--- src/rtl/change_dispenser.sv ---
// Change dispenser: pays a change amount greedily (20, 10, 5) as one-hot coin pulses with valid/ack.
// Optional macro CHANGE_DISPENSER_ACK_TIMEOUT_EN aborts a coin that is not acknowledged in time.
module change_dispenser #(
    parameter int MAX_MONEY   = 40,
    parameter int CNT_W       = 6,
    parameter int INIT_COUNT  = 10,
    parameter int ACK_TIMEOUT = 16
) (
    input  logic             clk,
    input  logic             reset,
    input  logic             req_valid,
    output logic             req_ready,
    input  logic [7:0]       change_amt,
    input  logic             refill,
    output logic [2:0]       coin_out,
    input  logic             coin_ack,
    output logic             done,
    output logic             error,
    output logic [7:0]       remaining,
    output logic [CNT_W-1:0] inv_5,
    output logic [CNT_W-1:0] inv_10,
    output logic [CNT_W-1:0] inv_20
);

    localparam int               CNT_MAX = (1 << CNT_W) - 1;
    localparam logic [CNT_W-1:0] FILL    = CNT_W'((INIT_COUNT > CNT_MAX) ? CNT_MAX : INIT_COUNT);
    localparam logic [7:0]       MAX_AMT = 8'(MAX_MONEY);
    localparam logic [2:0]       COIN_5  = 3'b001;
    localparam logic [2:0]       COIN_10 = 3'b010;
    localparam logic [2:0]       COIN_20 = 3'b100;

    typedef enum logic [2:0] {
        IDLE,
        CHECK,
        PICK,
        WAIT_ACK,
        DONE,
        ERR
    } state_t;

    state_t           state, state_next;
    logic [2:0]       coin_next;
    logic [7:0]       remaining_next;
    logic [CNT_W-1:0] inv_5_next, inv_10_next, inv_20_next;
    logic             ack_timeout;

`ifdef CHANGE_DISPENSER_ACK_TIMEOUT_EN
    localparam int TO_W = $clog2(ACK_TIMEOUT + 1);
    logic [TO_W-1:0] ack_cnt;

    // Counts unacknowledged cycles of the current coin; zero whenever a coin is not pending.
    always_ff @(posedge clk) begin
        if (reset || state != WAIT_ACK) begin
            ack_cnt <= '0;
        end else if (!coin_ack) begin
            ack_cnt <= ack_cnt + TO_W'(1);
        end
    end

    assign ack_timeout = (ack_cnt == TO_W'(ACK_TIMEOUT - 1));
`else
    // Timeout disabled; ACK_TIMEOUT stays in the parameter list so both builds share one interface.
    assign ack_timeout = 1'b0 && (ACK_TIMEOUT > 0);
`endif

    always_ff @(posedge clk) begin
        if (reset) begin
            state     <= IDLE;
            coin_out  <= 3'b000;
            remaining <= 8'd0;
            inv_5     <= FILL;
            inv_10    <= FILL;
            inv_20    <= FILL;
        end else begin
            state     <= state_next;
            coin_out  <= coin_next;
            remaining <= remaining_next;
            inv_5     <= inv_5_next;
            inv_10    <= inv_10_next;
            inv_20    <= inv_20_next;
        end
    end

    always_comb begin
        state_next     = state;
        coin_next      = coin_out;
        remaining_next = remaining;
        inv_5_next     = inv_5;
        inv_10_next    = inv_10;
        inv_20_next    = inv_20;

        case (state)
            IDLE: begin
                if (refill) begin
                    inv_5_next  = FILL;
                    inv_10_next = FILL;
                    inv_20_next = FILL;
                end
                if (req_valid) begin
                    remaining_next = change_amt;
                    state_next     = CHECK;
                end
            end
            CHECK: begin
                if ((remaining % 8'd5) != 8'd0 || remaining > MAX_AMT) begin
                    state_next = ERR;
                end else begin
                    state_next = PICK;
                end
            end
            // Largest denomination that fits the balance and is still in stock.
            PICK: begin
                if (remaining == 8'd0) begin
                    state_next = DONE;
                end else if (remaining >= 8'd20 && inv_20 != '0) begin
                    coin_next  = COIN_20;
                    state_next = WAIT_ACK;
                end else if (remaining >= 8'd10 && inv_10 != '0) begin
                    coin_next  = COIN_10;
                    state_next = WAIT_ACK;
                end else if (remaining >= 8'd5 && inv_5 != '0) begin
                    coin_next  = COIN_5;
                    state_next = WAIT_ACK;
                end else begin
                    state_next = ERR;
                end
            end
            WAIT_ACK: begin
                if (coin_ack) begin
                    case (coin_out)
                        COIN_20: begin
                            remaining_next = remaining - 8'd20;
                            inv_20_next    = inv_20 - CNT_W'(1);
                        end
                        COIN_10: begin
                            remaining_next = remaining - 8'd10;
                            inv_10_next    = inv_10 - CNT_W'(1);
                        end
                        default: begin
                            remaining_next = remaining - 8'd5;
                            inv_5_next     = inv_5 - CNT_W'(1);
                        end
                    endcase
                    coin_next  = 3'b000;
                    state_next = PICK;
                end else if (ack_timeout) begin
                    coin_next  = 3'b000;
                    state_next = ERR;
                end
            end
            DONE:    state_next = IDLE;
            ERR:     state_next = IDLE;
            default: state_next = IDLE;
        endcase
    end

    assign req_ready = (state == IDLE);
    assign done      = (state == DONE);
    assign error     = (state == ERR);

endmodule

--- config.mk ---
export PLATFORM = sky130hd
export DESIGN_NAME = change_dispenser
export DESIGN_NICKNAME = d
export VERILOG_FILES = /design/src/rtl/change_dispenser.sv
export SDC_FILE = /design/constraint.sdc
export NUM_CORES = 1
export LEC_CHECK = 0
export ABC_CLOCK_PERIOD_IN_PS = 5410
export BUFFER_PORTS_ARGS = -buffer_cell sky130_fd_sc_hd__buf_2
export CELL_PAD_IN_SITES_DETAIL_PLACEMENT = 0
export CELL_PAD_IN_SITES_GLOBAL_PLACEMENT = 2
export CORE_MARGIN = 3
export CORE_UTILIZATION = 35
export CTS_CLUSTER_DIAMETER = 30
export DETAILED_ROUTE_END_ITERATION = 8
export MAX_ROUTING_LAYER = met4
export PLACE_DENSITY_LB_ADDON = 0.12
export SLEW_MARGIN = 20
export SYNTH_ARGS = -nofsm -noshare
export SYNTH_HDL_FRONTEND = slang
export SYNTH_SLANG_ARGS = --single-unit
export TNS_END_PERCENT = 1
--- constraint.sdc ---
create_clock -name clk -period 5.41 [get_ports clk]
set_input_delay 1.082 -clock clk [delete_from_list [all_inputs] [get_ports clk]]
set_output_delay 1.082 -clock clk [all_outputs]
set_load 0.01 [all_outputs]
-- Word level (Yosys, flattened, before mapping)
Index checks and enable logic that the tools add are counted.
- $add $sub $neg: 6
- divide/modulo/power cells: 1
- order comparisons: 4
- equal/unequal tests: 15
- muxes and demuxes: 28
- reductions and logical operators: 19
- operators by type and width (operator ; count):
    6-bit 2-to-1 mux ; 7
    3-bit 2-to-1 mux ; 12
    6-bit case mux with 2 select lines ; 3
    8-bit case mux with 2 select lines ; 2
    6-bit nonzero test ; 3
    6-bit by 1-bit subtractor with 6-bit output, second input constant ; 3
    8-bit 2-to-1 mux ; 2
    4-bit AND reduction ; 4
    3-bit case mux with 4 select lines ; 1
    3-bit by 2-bit == test with 1-bit output, second input constant ; 3
    3-bit == test, second input constant ; 3
    8-bit by 3-bit >= comparator with 1-bit output, second input constant ; 1
    8-bit by 4-bit >= comparator with 1-bit output, second input constant ; 1
    8-bit by 5-bit >= comparator with 1-bit output, second input constant ; 1
    8-bit by 6-bit > comparator with 1-bit output, second input constant ; 1
    8-bit logical NOT ; 1
    8-bit by 3-bit remainder unit with 8-bit output, second input constant ; 1
    2-bit inequality test, second input constant ; 4
    8-bit nonzero test ; 1
    8-bit by 3-bit subtractor with 8-bit output, second input constant ; 1
    8-bit by 4-bit subtractor with 8-bit output, second input constant ; 1
    8-bit by 5-bit subtractor with 8-bit output, second input constant ; 1
    2-bit by 1-bit inequality test with 1-bit output, second input constant ; 3
    3-bit case mux with 2 select lines ; 1
    9 further kinds ; 12
- flip-flop bits (word level): 32
- input bits: 13
- output and inout bits: 32

-- Depth between registers and ports, before layout
- depth in word-level cells: 7
- depth in mapped cells: 14
- depth with buffers taken out: 12

-- Worst setup path after synthesis
OpenSTA, ideal clock, no wires.
- path kind: register to register
- start point: reg remaining[6]
- end point: reg state[2]
- setup time: 123 ps
- data arrival time: 2792 ps
- required time: 5287 ps
- slack: 2495 ps
- cell stages (with the launch flop): 13
- path buffers: 1
- period minus slack after synthesis: 2915 ps
- cells stage by stage: dfxtp_1 -> buf_4 -> or3b_1 -> nor3b_1 -> o21ai_0 -> nand3_1 -> inv_1 -> ha_1 -> or2_2 -> a2111oi_4 -> mux2i_1 -> xnor2_2 -> o21ai_1
- cells in the longest elaborated chain, start to end: 7
- elaborated cells on any way between the ends: 17
- RTL lines (item ; RTL line ; source):
    start, declared ; 19 ; output logic [7:0] remaining,
    start signal, assigned ; 77 ; remaining <= remaining_next;
    parallel branches: the longest is 6 deep, another holds 8-bit by 3-bit remainder unit with 8-bit output ; n/a ;
    3-bit case mux with 4 select lines * ; 92 ; case (state)
    end signal, assigned ; 75 ; state <= state_next;
    end, declared ; 41 ; state_t state, state_next;
Every way passes the cells marked *.
A chain may end at the register's enable or synchronous reset.

-- Worst setup path after layout
- start point: reg remaining[3]
- end point: reg state[2]
Same word-level chain as after synthesis.

==> results_dict.tcl <==
set metrics [dict create \
    worst-path-stages 11 \
    min_path_type "reg2reg" \
    fin_skew_ns 0.00494 \
    drt_iter0_drc 133 \
    slowest_delay_ns 0.96 \
    synth_area_um2 2730 \
    ir_drop_uv 182 \
    grt_max_degree 31 \
    tritoncts "built" \
    insertion_delay_ns 0.28 \
    antenna_found_initial 0 \
    coreArea_um2 7410 \
    place_congestion 0.836 \
    dieWidth_um 94.3 \
    synth_top_area_cell "dfxtp_1" \
    grt_usage_pct 18.2 \
    cts_resized 0 \
    slew-limit-headroom_pct 34.8 \
    drv_slew 0 \
    ant_nets 0 \
    cts-root-buf "clkbuf_8" \
    finalWorstPathRequiredPeriod_ns 3.54 \
    p_leak_nw 1.30 \
    rows 31 \
    synth.avg_cell_area_um2 7.55 \
    hold_buffers 0 \
    grtUsageMet3_pct 2.07 \
    crit_buf_inv 2 \
    syn_inst 362 \
    postCtsSetupRepairBufs 0 \
    end_kind "register" \
    pin_count 45 \
    async_flop_share_pct 0 \
    cp.required_ns 5.57 \
    worstPathCellList "inv_2 -> nor3_1 -> o21ai_0 -> nand3_1 -> inv_1 -> ha_1 -> or2_2 -> a2111oi_4 -> mux2i_1 -> xnor2_2 -> o21ai_1" \
    synth_seq_cells 32 \
    tightest_slew_ns 0.976 \
    ys_types 65 \
    ys.flop_type "dfxtp_1" \
    hold_ws_ns 0.531 \
    rsz0062_at_grt "false" \
    max_freq_ghz 0.282 \
    critical-path-top-delay-family "flip-flops" \
    num_antenna_cells 0 \
    powerDensity_nw_per_um2 465 \
    use_met2_pct 30.6 \
    drc_errors 0 \
    synth_edf_count 0 \
    htreeDepth 2 \
    placed_area_um2 2990 \
    yosysSeqAreaShare_pct 23.5 \
    synth_top_area_share_pct 23.5 \
    hold_viol 0 \
    cp.arrival_ns 3.71 \
    vias 2667 \
    dieHeight_um 94.3 \
    start_util_pct 36.9 \
    r2r_end "state[2]" \
    routed_via_density 5.39 \
    port_buffers 44 \
    dr.pass1.iters 4 \
    yosysWarnings 0 \
    status "completed" \
    final.setup.tns_ns 0 \
    overflow 0 \
    global_route.usage.met1_pct 22.4 \
    grt_pass1_wl_um 12600 \
    cts.sinks 32 \
    setup_violations 0 \
    cp-endpoint "state[2]" \
    crit_slowest_cell "dfxtp_1" \
    utilization_pct 41.9 \
    startpoint "remaining[3]" \
    grt_pass1_vias 2612 \
    top_usage_layer "met2" \
    syn-num-nets 395 \
    nets 428 \
    cts_buffers 5 \
    reg2reg_from "remaining[3]" \
    cts.clk_slew.worst_paths_ns 0.07 \
    period_share_pct 65.5 \
    final_cell_area_um2 3100 \
    drive_gt1_share_pct 17.2 \
    r2r_cells 11 \
    critPathKind "reg2reg" \
    regToRegSetupSlack_ns 1.87 \
    critPathMaxFanout 30 \
    synth_area_leaders "dfxtp_1, ha_1, nand2_1" \
    wl_per_cell_um 15.4 \
    hpwl_um 5740 \
    wl_um 7650 \
    areaGrowthSynthToFinish_pct 13.5 \
    startpoint_type "register" \
    drv_cap 0 \
    dieArea_um2 8900 \
    power_w 0.00144 \
    cts_max_path_buffers 2 \
]
[worst min path at each step]
| stage | start | endpoint | slack, ns | depth (start not counted) |
|---|---|---|---|---|
| 2_1_floorplan | state[1] | state[1] | 0.49 | 2 |
| 3_3_place_gp | coin_out[1] | coin_out[1] | 0.52 | 2 |
| 3_5_place_dp | coin_out[1] | coin_out[1] | 0.51 | 2 |
| 4_1_cts | coin_out[1] | coin_out[1] | 0.53 | 2 |
| 5_1_grt | inv_10[5] | inv_10[5] | 0.59 | 2 |
| 6_report | coin_out[1] | coin_out[1] | 0.53 | 2 |
[kinds of logic (layout without fill, tap and decap cells)]
kind of cell,Yosys count,count (layout),synth area share (%)
buffers and inverters,34,68,5.54
AOI/OAI and AO/OA,93,93,23.7
xor gates and xnor gates,24,24,8.25
adders and majority gates,20,20,9.16
DFF,32,32,23.5
and+or+nand+nor,154,154,28.0
muxes,5,5,1.92
[registers in the layout, indices dropped and copies added, names as in the netlist]
name and count:
remaining 8, inv_10 6, inv_20 6, inv_5 6, coin_out 3, state 3
[worst min-delay path, stage by stage (launching register included)]
cell and delay (ns):
dfxtp_1 0.34, nand3b_1 0.09, a21oi_1 0.06
[placed cells by master, fill, tap and decap left out, drive strengths merged, types with 3 or more instances in the layout]
| cell type | instances |
|---|---|
| a2111oi | 3 |
| a211oi | 4 |
| a21o | 4 |
| a21oi | 31 |
| a221oi | 3 |
| and3 | 5 |
| buf | 45 |
| clkbuf | 6 |
| dfxtp | 32 |
| ha | 20 |
| inv | 15 |
| mux2i | 3 |
| nand2 | 43 |
| nand2b | 5 |
| nand3 | 9 |
| nand3b | 3 |
| nor2 | 43 |
| nor2b | 3 |
| nor3 | 15 |
| nor3b | 4 |
| nor4 | 5 |
| o211ai | 4 |
| o21ai | 20 |
| o221ai | 3 |
| or2 | 3 |
| or3 | 3 |
| xnor2 | 14 |
| xor2 | 10 |
[synth_stat cells, types with 3 or more instances]
| cell | number |
|---|---|
| or2_2 | 3 |
| nand3b_1 | 3 |
| nand3_1 | 9 |
| nand2_1 | 43 |
| and3_1 | 5 |
| o211ai_1 | 4 |
| a21oi_1 | 31 |
| xnor2_1 | 12 |
| nor3_1 | 15 |
| dfxtp_1 | 32 |
| or3_1 | 3 |
| inv_1 | 14 |
| a21o_1 | 4 |
| nor2_1 | 43 |
| nor4_1 | 5 |
| ha_1 | 20 |
| nand2b_1 | 5 |
| clkbuf_1 | 8 |
| mux2i_1 | 3 |
| xor2_1 | 10 |
| o221ai_1 | 3 |
| buf_2 | 7 |
| nor3b_1 | 3 |
| a211oi_1 | 3 |
| o21ai_0 | 18 |
[stage by stage]
| step | std cells | setup slack, ns |
|---|---|---|
| 6_report | 495 | 1.87 |
| 5_1_grt | 495 | 1.62 |
| 4_1_cts | 495 | 1.89 |
| 3_5_place_dp | 487 | 1.90 |
| 3_3_place_gp | 487 | 2.00 |
| 2_1_floorplan | 362 | 2.50 |
[routing by layer]
metal  vias up  part of all wire, %  wire length [um]
met4         0                  2.4               184
met5         -                    0                 0
met3        15                  3.0               230
met2        64                   49              3770
li1       1355                    -                 -
met1      1233                   45              3460
[final cells by class]
class	instances	area, um2
Clock buffer	6	72.6
Clock inverter	2	35.0
Fill cell	787	4310
Inverter	15	56.3
Multi-Input combinational cell	296	1940
Sequential cell	32	641
Tap cell	99	124
Timing Repair Buffer	45	228
[where the power goes]
group	total [W]	internal (W)	switching, W
Sequential	0.000390	0.000281	0.000109
Combinational	0.000827	0.000344	0.000483
Clock	0.000226	0.000137	0.0000890
No activity file was read; power rests on OpenSTA's default activity.
